### src/rtl/phy_rx_deframer.sv
// Receive deframer for the PHY nibble stream: strips preamble/SFD, rebuilds bytes
// low nibble first, and reports per-frame start/end/length/error plus a good-frame sequence count.
module phy_rx_deframer #(
    parameter int PRE_MIN_NIB = 7,
    parameter int MIN_LEN     = 64,
    parameter int MAX_LEN     = 2047
) (
    input  logic        clk_phy,
    input  logic        reset,
    input  logic [3:0]  phy_rx_data,
    input  logic        phy_rx_en,
    output logic [7:0]  r_data_out,
    output logic        r_data_valid,
    output logic        r_frame_start,
    output logic        r_frame_end,
    output logic [11:0] r_frame_len,
    output logic        r_err,
    output logic [3:0]  r_frame_seq
);

    localparam logic [3:0]  PRE_MIN_C = 4'(PRE_MIN_NIB);
    localparam logic [11:0] MIN_LEN_C = 12'(MIN_LEN);
    localparam logic [11:0] MAX_LEN_C = 12'(MAX_LEN);
    localparam logic [3:0]  NIB_PRE   = 4'h5;
    localparam logic [3:0]  NIB_SFD   = 4'hD;

    typedef enum logic [2:0] {
        IDLE,
        PREAMBLE,
        DATA_LO,
        DATA_HI,
        DROP
    } state_t;

    state_t      state_q, state_d;
    logic [3:0]  pre_cnt_q, pre_cnt_d;
    logic [11:0] byte_cnt_q, byte_cnt_d;
    logic [3:0]  lo_q, lo_d;
    // Low until the first edge after reset, so a burst already in flight at release is dropped.
    logic        armed_q;

    logic [7:0]  data_d;
    logic        valid_d;
    logic        start_d;
    logic        end_d;
    logic [11:0] len_d;
    logic        err_d;
    logic [3:0]  seq_d;

    always_ff @(posedge clk_phy or negedge reset) begin
        if (!reset) begin
            state_q       <= IDLE;
            pre_cnt_q     <= 4'd0;
            byte_cnt_q    <= 12'd0;
            lo_q          <= 4'd0;
            armed_q       <= 1'b0;
            r_data_out    <= 8'd0;
            r_data_valid  <= 1'b0;
            r_frame_start <= 1'b0;
            r_frame_end   <= 1'b0;
            r_frame_len   <= 12'd0;
            r_err         <= 1'b0;
            r_frame_seq   <= 4'd0;
        end else begin
            state_q       <= state_d;
            pre_cnt_q     <= pre_cnt_d;
            byte_cnt_q    <= byte_cnt_d;
            lo_q          <= lo_d;
            armed_q       <= 1'b1;
            r_data_out    <= data_d;
            r_data_valid  <= valid_d;
            r_frame_start <= start_d;
            r_frame_end   <= end_d;
            r_frame_len   <= len_d;
            r_err         <= err_d;
            r_frame_seq   <= seq_d;
        end
    end

    always_comb begin
        state_d    = state_q;
        pre_cnt_d  = pre_cnt_q;
        byte_cnt_d = byte_cnt_q;
        lo_d       = lo_q;
        data_d     = r_data_out;
        valid_d    = 1'b0;
        start_d    = 1'b0;
        end_d      = 1'b0;
        len_d      = r_frame_len;
        err_d      = r_err;
        seq_d      = r_frame_seq;

        case (state_q)
            IDLE: begin
                if (phy_rx_en) begin
                    if (armed_q && phy_rx_data == NIB_PRE) begin
                        state_d   = PREAMBLE;
                        pre_cnt_d = 4'd1;
                    end else begin
                        state_d = DROP;
                    end
                end
            end
            PREAMBLE: begin
                if (!phy_rx_en) begin
                    state_d = IDLE;
                end else if (phy_rx_data == NIB_PRE) begin
                    pre_cnt_d = (pre_cnt_q == 4'd15) ? 4'd15 : pre_cnt_q + 4'd1;
                end else if (phy_rx_data == NIB_SFD && pre_cnt_q >= PRE_MIN_C) begin
                    state_d    = DATA_LO;
                    byte_cnt_d = 12'd0;
                end else begin
                    state_d = DROP;
                end
            end
            DATA_LO: begin
                if (phy_rx_en) begin
                    lo_d    = phy_rx_data;
                    state_d = DATA_HI;
                end else begin
                    state_d = IDLE;
                    end_d   = 1'b1;
                    len_d   = byte_cnt_q;
                    err_d   = (byte_cnt_q < MIN_LEN_C);
                    if (byte_cnt_q >= MIN_LEN_C) begin
                        seq_d = r_frame_seq + 4'd1;
                    end
                end
            end
            DATA_HI: begin
                if (phy_rx_en) begin
                    if (byte_cnt_q == MAX_LEN_C) begin
                        // Overflowing byte is swallowed; the frame is closed as bad right here.
                        state_d = DROP;
                        end_d   = 1'b1;
                        len_d   = MAX_LEN_C;
                        err_d   = 1'b1;
                    end else begin
                        state_d    = DATA_LO;
                        data_d     = {phy_rx_data, lo_q};
                        valid_d    = 1'b1;
                        start_d    = (byte_cnt_q == 12'd0);
                        byte_cnt_d = byte_cnt_q + 12'd1;
                    end
                end else begin
                    state_d = IDLE;
                    end_d   = 1'b1;
                    len_d   = byte_cnt_q;
                    err_d   = 1'b1;
                end
            end
            DROP: begin
                if (!phy_rx_en) begin
                    state_d = IDLE;
                end
            end
            default: begin
                state_d = IDLE;
            end
        endcase
    end

endmodule
### config.mk
export PLATFORM = sky130hd
export DESIGN_NAME = phy_rx_deframer
export DESIGN_NICKNAME = d
export VERILOG_FILES = /design/src/rtl/phy_rx_deframer.sv
export SDC_FILE = /design/constraint.sdc
export NUM_CORES = 1
export LEC_CHECK = 0
export BUFFER_PORTS_ARGS = -buffer_cell sky130_fd_sc_hd__buf_2
export CAP_MARGIN = 15
export CORE_ASPECT_RATIO = 0.75
export CORE_MARGIN = 2
export CORE_UTILIZATION = 30
export CTS_BUF_LIST = sky130_fd_sc_hd__clkbuf_4
export DETAILED_ROUTE_END_ITERATION = 10
export PLACE_DENSITY = 0.54
export SLEW_MARGIN = 40
export SYNTH_ARGS = -nofsm -noshare
export SYNTH_HDL_FRONTEND = slang
export SYNTH_SLANG_ARGS = --single-unit
export TNS_END_PERCENT = 10
### constraint.sdc
create_clock -name clk_phy -period 3 [get_ports clk_phy]
set_input_delay 0.45 -clock clk_phy [delete_from_list [all_inputs] [get_ports clk_phy]]
set_output_delay 0.45 -clock clk_phy [all_outputs]
set_load 0.1 [all_outputs]
==> flow_metrics.tcl <==
set metrics [dict create \
    ant_nets 0 \
    ys_async_sr_fraction_pct 100 \
    start_util_pct 30.7 \
    crit_fanout 15 \
    grt_usage_pct 12.5 \
    synth_edf_count 0 \
    max_cap_violations 0 \
    cts_buffers 5 \
    clk_latency_ps 370 \
    path_cells "or3b_1 > a211oi_4 > mux2_1" \
    antenna_found_initial 0 \
    synth_cell_types 50 \
    synth_nets 235 \
    ir_worst_vdd_uv 137 \
    max_freq_mhz 468 \
    clkTransAtPathRegs_ps 150 \
    vias_per_cell 4.94 \
    setup.worst_path.end_class "flip-flop" \
    grt_overflow 0 \
    gp_congestion 0.803 \
    cts_setup_buffers 0 \
    nets 266 \
    io_pins 35 \
    fin_skew_ps 11.7 \
    die_area_um2 8780 \
    post_cts_resized 0 \
    finalHoldViolCount 0 \
    outcome "complete, no violations" \
    syn_area_um2 2410 \
    startpoint_type "flip-flop" \
    crit_buf_inv 0 \
    die_w_um 108 \
    fill_cells 809 \
    grt_pass1_vias 1634 \
    syn_area_per_cell_um2 10.8 \
    yosys.area.top_type "dfrtp_1" \
    p_leak_nw 1.20 \
    ys.flop_type "dfrtp_1" \
    htreeDepth 2 \
    slowest_delay_ps 650 \
    clock_path_buffers 2 \
    seq_area_frac_synth_pct 53.9 \
    maxSlewHeadroom_pct 49.3 \
    vias 1784 \
    worstPathRequired_ps 3270 \
    setup_viol 0 \
    critPathKind "flip-flop to flip-flop" \
    wl_um 5060 \
    wl_per_cell_um 14.0 \
    worst_slew_pin_slew_ps 754 \
    period_needed_ps 2140 \
    num_rows 28 \
    die_h_um 81.7 \
    ys_ff_latch 52 \
    drc 0 \
    hold_buffers 0 \
    ys_top_cells_by_area "dfrtp_1 54%, nand2_1 5.6%, o22a_1 4.0%" \
    diodes 0 \
    dr.pass1.iters 4 \
    p_per_area_nw_per_um2 392 \
    first_iter_violations 84 \
    crit_family "simple AND/OR/NAND/NOR gates" \
    grt_max_degree 29 \
    synthCells 224 \
    cts.sinks 52 \
    post-route-period-util_pct 71.2 \
    dp_hpwl_um 3560 \
    drv_slew 0 \
    rsz0062_at_grt "false" \
    syn2layout_area_growth_pct 12.3 \
    grt_pass1_wl_um 8580 \
    worstPathArrival_ps 2410 \
    cts-root-buf "clkbuf_4" \
    portBuffers 34 \
    hold_path.class "input pin to async pin" \
    cp_slowest_cell "or3b_1" \
    fin_tns_setup_ps 0 \
    yosysWarnings 0 \
    tritoncts "done" \
    fin_util_pct 34.5 \
    drive_gt1_share_pct 21.9 \
    yosys.area.top_type_share_pct 53.9 \
    core_area_um2 7850 \
]
state kept, by name (all words and copies together), names as in the netlist, 3 cells and up:
register     cells
r_frame_seq      4
pre_cnt_q        4
r_frame_len     12
r_data_out       8
lo_q             4
byte_cnt_q      12
state_q          3
Yosys cell counts, drive strengths merged (3+ instances only):
library cell	instances
a211oi	3
a21oi	9
a31oi	9
and3	3
buf	10
dfrtp	52
ha	4
inv	9
mux2	6
nand2	36
nand3	9
nand4	5
nor2	8
nor3b	3
nor4	4
o21ai	7
o22a	11
or3	4
xnor2	3
metal layers:
metal / GRT usage, % / vias up / routed length, um
met3: 2.94 / 2 / 305
met5: 0 / - / 0
li1: - / 868 / -
met1: 19.4 / 866 / 2660
met4: 3.08 / 0 / 34
met2: 17.4 / 48 / 2070
cell families (layout without fill, tap and decap cells):
group                      after synthesis  count (layout)  share of synthesized area [%]
AOI/OAI and AO/OA                       54              54                           16.5
xor gates and xnor gates                 4               4                           1.45
adders and majority gates                4               4                           2.07
buffers and inverters                   21              53                           4.51
DFF                                     52              52                           53.9
muxes                                    6               6                           2.80
other                                    1               1                          0.155
and+or+nand+nor                         82              82                           18.5
cells in the final DEF (no fill, tap or decap), drive strengths merged, types with 4 or more instances in the layout:
cell    synthesis  routed
clkbuf          2       6
nand2          36      36
o21ai           7       7
or3             4       4
a21oi           9       9
inv             9       9
o22a           11      11
a31oi           9       9
buf            10      36
nand4           5       5
mux2            6       6
nor2            8       8
nand3           9       9
ha              4       4
dfrtp          52      52
nor4            4       4
metrics by stage:
stage | hold WS (ps) | total power (W) | worst slack [ps] | instances | cell area [um2]
final | 56.6 | 0.00106 | 864 | 361 | 2710
after global routing | 86.3 | 0.00111 | 723 | 361 | 2710
after CTS | 70.2 | 0.00108 | 831 | 361 | 2710
after detailed placement | 457 | 0.000762 | 862 | 353 | 2650
after global placement | 449 | 0.000761 | 908 | 353 | 2650
after floorplan | 154 | 0.000735 | 1250 | 224 | 2410
layout make-up:
type                            instances  area (um2)  area share [%]
Clock buffer                            6        45.0            1.66
Clock inverter                          2        11.3           0.416
Inverter                                9        33.8            1.25
Multi-Input combinational cell        151        1000            37.0
Sequential cell                        52        1300            48.0
Tap cell                              105         131            4.85
Timing Repair Buffer                   36         185            6.83
path summary, 6_finish.rpt:
kind | from | end | slack, ps | cells past startpoint
max | state_q[1]$_DFFE_PN0P_ | r_frame_seq[1]$_DFFE_PN0P_ | 860 | 3
min | reset | r_frame_seq[1]$_DFFE_PN0P_ | 60 | 1
max reg2reg | state_q[1]$_DFFE_PN0P_ | r_frame_seq[1]$_DFFE_PN0P_ | 860 | 3
min reg2reg | r_frame_seq[3]$_DFFE_PN0P_ | r_frame_seq[3]$_DFFE_PN0P_ | 480 | 1
max in group asynchronous | reset | r_frame_start$_DFF_PN0_ | 2160 | 2
min in group clk_phy | phy_rx_data[1] | r_data_out[5]$_DFFE_PN0P_ | 310 | 3
power breakdown:
part / switching [W] / leakage, nW / internal [W]
clock: 0.000217 / 0.0293 / 0.0000988
sequential: 0.00000558 / 0.632 / 0.000705
combinational: 0.0000254 / 0.539 / 0.0000111
Power figures use the tool's default switching activity.
